===== config.mk =====
export PLATFORM = sky130hd
export DESIGN_NAME = cv_frame_sched
export DESIGN_NICKNAME = d
export VERILOG_FILES = /design/src/rtl/cv_frame_sched.sv
export SDC_FILE = /design/constraint.sdc
export NUM_CORES = 1
export LEC_CHECK = 0
export CORE_ASPECT_RATIO = 0.8
export CORE_UTILIZATION = 42
export CTS_BUF_LIST = sky130_fd_sc_hd__clkbuf_8
export DETAILED_ROUTE_END_ITERATION = 16
export PLACE_DENSITY = 0.82
export SYNTH_ARGS = -nofsm -noshare
export SYNTH_HDL_FRONTEND = slang
export SYNTH_SLANG_ARGS = --single-unit

===== constraint.sdc =====
create_clock -name clk24 -period 2.25 [get_ports clk24]
set_clock_uncertainty 0.05 [all_clocks]
set_input_delay 0.675 -clock clk24 [delete_from_list [all_inputs] [get_ports clk24]]
set_output_delay 0.675 -clock clk24 [all_outputs]
set_load 0.01 [all_outputs]

===== src/rtl/cv_frame_sched.sv =====
// Frame-level owner scheduler for the single-port capture frame buffer: capture core vs. reader.
// Define CV_SCHED_RD_TIMEOUT_EN to revoke a read window after RD_TIMEOUT_FRAMES frame boundaries.
module cv_frame_sched #(
  parameter int unsigned ADDR_W            = 19,
  parameter int unsigned DATA_W            = 4,
  parameter int unsigned DECIM             = 1,
  parameter int unsigned CNT_W             = 8,
  parameter int unsigned RD_TIMEOUT_FRAMES = 4
) (
  input  logic              clk24,
  input  logic              rst,
  input  logic              enable,
  input  logic              core_we,
  input  logic [ADDR_W-1:0] core_addr,
  input  logic [DATA_W-1:0] core_dout,
  input  logic              core_end,
  input  logic              rd_req,
  input  logic [ADDR_W-1:0] rd_addr,
  input  logic              rd_done,
  output logic              rd_grant,
  output logic              rd_valid,
  output logic [DATA_W-1:0] rd_data,
  output logic              rd_abort,
  output logic              mem_we,
  output logic [ADDR_W-1:0] mem_addr,
  output logic [DATA_W-1:0] mem_din,
  input  logic [DATA_W-1:0] mem_dout,
  output logic [CNT_W-1:0]  frame_cnt,
  output logic [CNT_W-1:0]  drop_cnt,
  output logic [1:0]        state_o
);

  typedef enum logic [1:0] {
    StIdle    = 2'b00,
    StWaitSof = 2'b01,
    StCapture = 2'b10,
    StRead    = 2'b11
  } state_e;

  localparam logic [3:0] DecimL = 4'(DECIM);

  state_e              state_q, state_d;
  logic [3:0]          dec_q, dec_d, dec_inc;
  logic [CNT_W-1:0]    frame_q, frame_d, drop_q, drop_d;
  logic                mem_we_q, mem_we_d;
  logic [ADDR_W-1:0]   mem_addr_q, mem_addr_d;
  logic [DATA_W-1:0]   mem_din_q, mem_din_d;
  logic                rd_s1_q, rd_valid_q;
  logic                timeout_hit;

`ifdef CV_SCHED_RD_TIMEOUT_EN
  localparam logic [7:0] ToLimit = 8'(RD_TIMEOUT_FRAMES);
  logic [7:0] to_q, to_d;
  logic       rd_abort_q;

  // Held at zero outside READ, so it restarts from zero on every READ entry.
  always_comb begin
    to_d = to_q;
    if (state_q != StRead) begin
      to_d = '0;
    end else if (core_end) begin
      to_d = to_q + 8'd1;
    end
    timeout_hit = (state_q == StRead) && core_end && !rd_done && (to_q + 8'd1 == ToLimit);
  end

  always_ff @(posedge clk24) begin
    if (rst) begin
      to_q       <= '0;
      rd_abort_q <= 1'b0;
    end else begin
      to_q       <= to_d;
      rd_abort_q <= timeout_hit;
    end
  end

  assign rd_abort = rd_abort_q;
`else
  assign timeout_hit = 1'b0;
  assign rd_abort    = 1'b0;
`endif

  always_ff @(posedge clk24) begin
    if (rst) begin
      state_q <= StIdle;
    end else begin
      state_q <= state_d;
    end
  end

  // Saturates at DECIM so a late rd_req still gets the window at a later boundary.
  assign dec_inc = (dec_q >= DecimL) ? DecimL : dec_q + 4'd1;

  always_comb begin
    state_d = state_q;
    unique case (state_q)
      StIdle:    if (enable) state_d = StWaitSof;
      StWaitSof: begin
        if (!enable)       state_d = StIdle;
        else if (core_end) state_d = StCapture;
      end
      StCapture: begin
        if (core_end) begin
          if (!enable)                         state_d = StIdle;
          else if (rd_req && dec_inc >= DecimL) state_d = StRead;
        end
      end
      StRead: begin
        if (rd_done)          state_d = core_end ? StCapture : StWaitSof;
        else if (timeout_hit) state_d = StCapture;
      end
      default:   state_d = StIdle;
    endcase
  end

  always_comb begin
    rd_grant = (state_q == StRead);
    state_o  = state_q;
  end

  // Writes pass only while CAPTURE persists across the edge, so every handover sees mem_we=0.
  always_comb begin
    dec_d      = dec_q;
    frame_d    = frame_q;
    drop_d     = drop_q;
    mem_we_d   = core_we && (state_q == StCapture) && (state_d == StCapture);
    mem_addr_d = mem_addr_q;
    mem_din_d  = mem_din_q;
    if (state_q == StCapture) begin
      mem_addr_d = core_addr;
      mem_din_d  = core_dout;
      if (core_end) begin
        frame_d = frame_q + CNT_W'(1);
        dec_d   = (state_d == StRead) ? 4'd0 : dec_inc;
      end
    end else if (state_q == StRead) begin
      if (rd_req) mem_addr_d = rd_addr;
      if (core_end && (drop_q != '1)) drop_d = drop_q + CNT_W'(1);
    end
  end

  always_ff @(posedge clk24) begin
    if (rst) begin
      dec_q      <= '0;
      frame_q    <= '0;
      drop_q     <= '0;
      mem_we_q   <= 1'b0;
      mem_addr_q <= '0;
      mem_din_q  <= '0;
      rd_s1_q    <= 1'b0;
      rd_valid_q <= 1'b0;
    end else begin
      dec_q      <= dec_d;
      frame_q    <= frame_d;
      drop_q     <= drop_d;
      mem_we_q   <= mem_we_d;
      mem_addr_q <= mem_addr_d;
      mem_din_q  <= mem_din_d;
      rd_s1_q    <= rd_req && rd_grant;
      rd_valid_q <= rd_s1_q;
    end
  end

  assign mem_we    = mem_we_q;
  assign mem_addr  = mem_addr_q;
  assign mem_din   = mem_din_q;
  assign frame_cnt = frame_q;
  assign drop_cnt  = drop_q;
  assign rd_valid  = rd_valid_q;
  assign rd_data   = rd_valid_q ? mem_dout : '0;

endmodule


# Word level (Yosys, flattened, before mapping)
# Index checks and enable logic that the tools add are counted.
# op_classes
addsub	3
order_cmp	2
n_eq_ne	6
n_mux	15
n_bitwise	1
n_reduce_logical	11
# op_table
cell	n
$mux W19	3
$add A8 B1 Y8 const B	2
$mux W2	8
$mux W4	3
$eq A2 B2 Y1 const B	4
$ge A4 B1 Y1 const B	2
$ne A8 B8 Y1 const B	1
$pmux W2 S4	1
$logic_and A1 B1 Y1	5
$add A4 B1 Y4 const B	1
$reduce_and A2 Y1	2
$reduce_bool A2 Y1	2
$reduce_and A3 Y1	1
$eq A2 B1 Y1 const B	1
$logic_not A2 Y1	1
$not A1 Y1	1
# word_totals
register_bits	48
in_bits	53
output_inout_bits	49
elab_cells	47

# Depth between registers and ports, before layout
# logic_depth
depth_word	10
depth_mapped	7
depth_no_buf	7

# Worst setup path after synthesis
# OpenSTA, ideal clock, no wires.
# synth_path
kind	reg-to-reg
start	register dec_q[1]
end	register dec_q[1]
setup_time_ns	0.060
arrival_ns	1.911
slack_ns	0.229
path_stages_with_launch	8
period_less_slack_ns	2.021
cell_sequence	dfxtp_1 inv_1 ha_1 or4b_4 nor4_2 o221ai_2 a2111oi_2 a22o_1
# synth_via
elab_chain_len	10
elab_cells_between_ends	11
cone_classes	add/sub (1); order compare (2); eq/ne (1); mux (6); reduce/logical (1)
# synth_rtl
item	line	rtl
start: declaration	43	logic [3:0] dec_q, dec_d, dec_inc;
start signal: assignment	144	dec_q <= '0;
start signal: assignment	153	dec_q <= dec_d;
$add A4 B1 Y4 or $ge A4 B1 Y1 (tied branches)	92	assign dec_inc = (dec_q >= DecimL) ? DecimL : dec_q + 4'd1;
$mux W4 *	92	
$ge A4 B1 Y1	105	else if (rd_req && dec_inc >= DecimL) state_d = StRead;
$logic_and A1 B1 Y1	105	
$mux W2	105	
$mux W2	104	if (!enable) state_d = StIdle;
$mux W2	103	if (core_end) begin
$pmux W2 S4	96	unique case (state_q)
$eq A2 B2 Y1	134	dec_d = (state_d == StRead) ? 4'd0 : dec_inc;
$mux W4 *	134	
# Mark *: on every way between the ends. The rest lies on a longest branch, timed or not.
# A chain may end at the register's enable or synchronous reset.

# Final worst setup path
# layout_path
start	input mem_dout[1]
end	output rd_data[1]
# layout_via
elab_chain_len	1
# layout_rtl
item	line	rtl
start: declaration	27	input logic [DATA_W-1:0] mem_dout,
$mux W4	170	assign rd_data = rd_valid_q ? mem_dout : '0;
end: declaration	22	output logic [DATA_W-1:0] rd_data,
# No other way between the ends.

==> flow_metrics.env <==
export IMPL_synth_yosys_seq_area_share_pct=43.86
export IMPL_netlist_area_um2=2191
export IMPL_detail_route_iter0_violations=58
export IMPL_clock_path_buffers=2
export IMPL_floorplan_die_area_um2=5511
export IMPL_numPlacedInstances=389
export IMPL_clock_tree_root_cell="clkbuf_8"
export IMPL_die_height_um=66.60
export IMPL_filler_cell_count=407
export IMPL_clock_tree_htree_level_count=2
export IMPL_vdd_ir_drop_max_v=0.0003298
export IMPL_synth_lib_cells_used_distinct=38
export IMPL_worst_skew_pair_latency_ns=0.29
export IMPL_placedInstanceArea_um2=3289
export IMPL_async_sr_flop_fraction_pct=0
export IMPL_nNetsFinal=393
export IMPL_placement_io_buffers=100
export IMPL_die_width_um=82.75
export IMPL_clk_pin_slew_ns=0.08
export IMPL_ys_flop_type="dfxtp_1"
export IMPL_worst_path_largest_cell_delay_ns=0.45
export IMPL_run_status="complete, no violations"
export IMPL_grt_overflow_total=0
export IMPL_drive_gt1_share_pct=10.71
export IMPL_final_util_pct=68.19
export IMPL_drv_cap=0
export IMPL_area_growth_syn_to_layout_pct=55.85
export IMPL_place_detailed_hpwl_um=3796
export IMPL_core_footprint_um2=5007
export IMPL_synth_edf_count=0
export IMPL_first_pass_iters=6
export IMPL_floorplan_rows=23
export IMPL_route_detailed_drc=0
export IMPL_cts_buffers=5
export IMPL_area_of_all_placed_cells_without_fillers_um2=3415
export IMPL_timing_fmax_mhz=452.1
export IMPL_rsz0062_at_grt="false"
export IMPL_cell_int_power_mw=1.337
export IMPL_clock_power_share_pct=34.8
export IMPL_period_share_pct=98.31
export IMPL_post_route_total_power_mw=1.699
export IMPL_cell_breakdown_of_the_critical_path="clkdlybuf4s50_1, and2_1, dlygate4sd2_1"
export IMPL_sw_frac_of_total_pct=21.33
export IMPL_pwr_share_seq_pct=51.3
export IMPL_hold_path_class="register to register"
export IMPL_cp_arrival_ns=1.49
export IMPL_worst_path_max_delay_cell="clkdlybuf4s50_1"
export IMPL_synthCells=230
export IMPL_io_pins=102
export IMPL_grt_max_degree=39
export IMPL_viasPerCell=4.884
export IMPL_wirelength_um=5040
export IMPL_total_switching_power_mw=0.3624
export IMPL_setup_viol=0
export IMPL_report_final_hold_viol_count=0
export IMPL_combinationalPowerShare_pct=13.8
export IMPL_grt_antenna_before_repair=0
export IMPL_place_congestion=0.7560
export IMPL_tritoncts_clock_tree="yes"
export IMPL_final_antenna_net_count=0
export IMPL_grt_first_pass_wirelength_um=7741
export IMPL_synth_seq_cells=48
export IMPL_stdcell_count=398
export IMPL_leakagePower_nw=1.214
export IMPL_path_class="primary input to output pin"
export IMPL_power_per_cell_area_nw_per_um2=497.6
export IMPL_required_ns=1.52
export IMPL_crit_path_max_fanout=1
export IMPL_hold_bufs_inserted_after_cts=0
export IMPL_global_route_usage_total_pct=18.50
export IMPL_number_of_vias_after_detailed_routing=1944
export IMPL_synthesis_nets=288
export IMPL_yosysWarnings=0
export IMPL_syn_mean_instance_area_um2=9.525
export IMPL_start_kind="primary input"
export IMPL_antenna_cells_inserted=0
export IMPL_min_period_ns=2.212
export IMPL_numClockSinks=48
export IMPL_critical_path_endpoint_type="output pin"
export IMPL_slew_viols_final=0
export IMPL_wl_per_cell_um=12.66
export IMPL_start_util_pct=43.75
export IMPL_vias_in_the_first_global_route=1794
-- layer usage --
metal	vias up	global-route usage, %	share of wire, %
met5	-	0	0
met4	0	3.879	0.71
met3	2	5.890	4.6
met2	50	32.07	49
met1	874	22.19	46
li1	1018	-	-
-- worst max-delay path: cells and delay by family --
family	cells	cell delay, ns
buffers and inverters	2	0.70
AND/OR/NAND/NOR	1	0.11
-- cell type report --
class | count | area [um^2] | area share [%]
multi-input combinational | 161 | 1146 | 33.57
timing repair buffer | 114 | 1102 | 32.28
sequential | 48 | 962.2 | 28.18
tap | 62 | 77.57 | 2.272
clock buffer | 5 | 68.82 | 2.015
clock inverter | 3 | 38.79 | 1.136
inverter | 5 | 18.77 | 0.5497
-- cells by family after synthesis --
logic type | count (synthesis) | synth area share [%]
AND/OR/NAND/NOR | 82 | 18.73
flip-flops | 48 | 43.86
AO/OA/AOI/OAI | 36 | 12.91
multiplexers | 25 | 11.42
buffers and inverters | 21 | 5.254
XOR/XNOR | 12 | 4.798
adder cells (fa/ha/maj) | 5 | 2.856
other | 1 | 0.1712
-- cell usage after synthesis, types with 3 or more instances --
library cell	number	share of area, %
and2_1	6	1.7
a21oi_1	4	0.91
nor2_1	38	6.5
clkbuf_1	8	1.4
nand3_1	5	1.1
buf_4	3	1.0
inv_1	4	0.69
nor3_1	4	0.91
buf_6	3	1.5
a211oi_1	21	7.2
nand4_1	3	0.86
dfxtp_1	48	44
xnor2_1	3	1.2
a22o_1	3	1.2
nor2b_1	3	0.86
xor2_1	9	3.6
ha_1	5	2.9
and4_1	3	1.2
nand2_1	10	1.7
mux2i_1	25	11
-- worst paths after layout --
| kind | start | end | slack [ns] | cells after the start |
|---|---|---|---|---|
| max | mem_dout[1] | rd_data[1] | 0.04 | 3 |
| min | rd_s1_q | rd_valid | 0.39 | 1 |
| max reg2reg | dec_q[0] | dec_q[1] | 0.13 | 7 |
| min reg2reg | rd_s1_q | rd_valid | 0.39 | 1 |
-- power by group through the flow --
stage | Clock [mW] | Combinational (mW) | Sequential [mW]
after floorplan | 0 | 0.0835 | 0.899
after global placement | 0 | 0.227 | 0.892
after global routing | 0.647 | 0.255 | 0.874
after CTS | 0.607 | 0.233 | 0.872
final | 0.592 | 0.235 | 0.872
after detailed placement | 0 | 0.231 | 0.892
-- stage by stage --
stage	setup TNS, ns	setup WS (ns)	hold slack [ns]
6_report	0	0.03811	0.3927
5_1_grt	0	0.002863	0.4119
4_1_cts	0	0.005185	0.4002
3_5_place_dp	-1.801	-0.2775	0.3809
3_3_place_gp	-1.351	-0.2382	0.3834
2_1_floorplan	0	0.2291	0.3638
-- what timing repair did --
action | in CTS | in global routing
pin swaps | 0 | 0
setup endpoints to repair | 6 | 6
gates resized for setup | 6 | 9
setup buffers | 0 | 1
-- layout by cell type, fill, tap and decap left out, types with 2 or more instances in the layout --
cell | Yosys | layout
nand4_1 | 3 | 3
inv_1 | 4 | 5
a21boi_2 | 0 | 2
buf_4 | 3 | 13
nor2_1 | 38 | 38
nor3_1 | 4 | 4
nand2b_1 | 2 | 2
a311oi_1 | 2 | 2
and3_1 | 2 | 2
mux2i_1 | 25 | 25
nand2_1 | 10 | 10
a22o_1 | 3 | 3
clkbuf_8 | 0 | 5
xor2_1 | 9 | 9
and2_1 | 6 | 6
dfxtp_1 | 48 | 47
a211oi_1 | 21 | 21
a21oi_1 | 4 | 4
clkbuf_2 | 0 | 3
and4_1 | 3 | 3
nor2b_1 | 3 | 2
nand3_1 | 5 | 5
ha_1 | 5 | 5
xnor2_1 | 3 | 3
clkdlybuf4s50_1 | 0 | 96
-- flip-flops by register name, summed over array words and instances, names as in the netlist --
signal,flops
rd_s1_q,1
mem_addr,19
mem_din,4
drop_cnt,8
state_o,2
rd_valid,1
frame_cnt,8
dec_q,4
mem_we,1
Note: power is estimated with default switching activity, not from simulation.
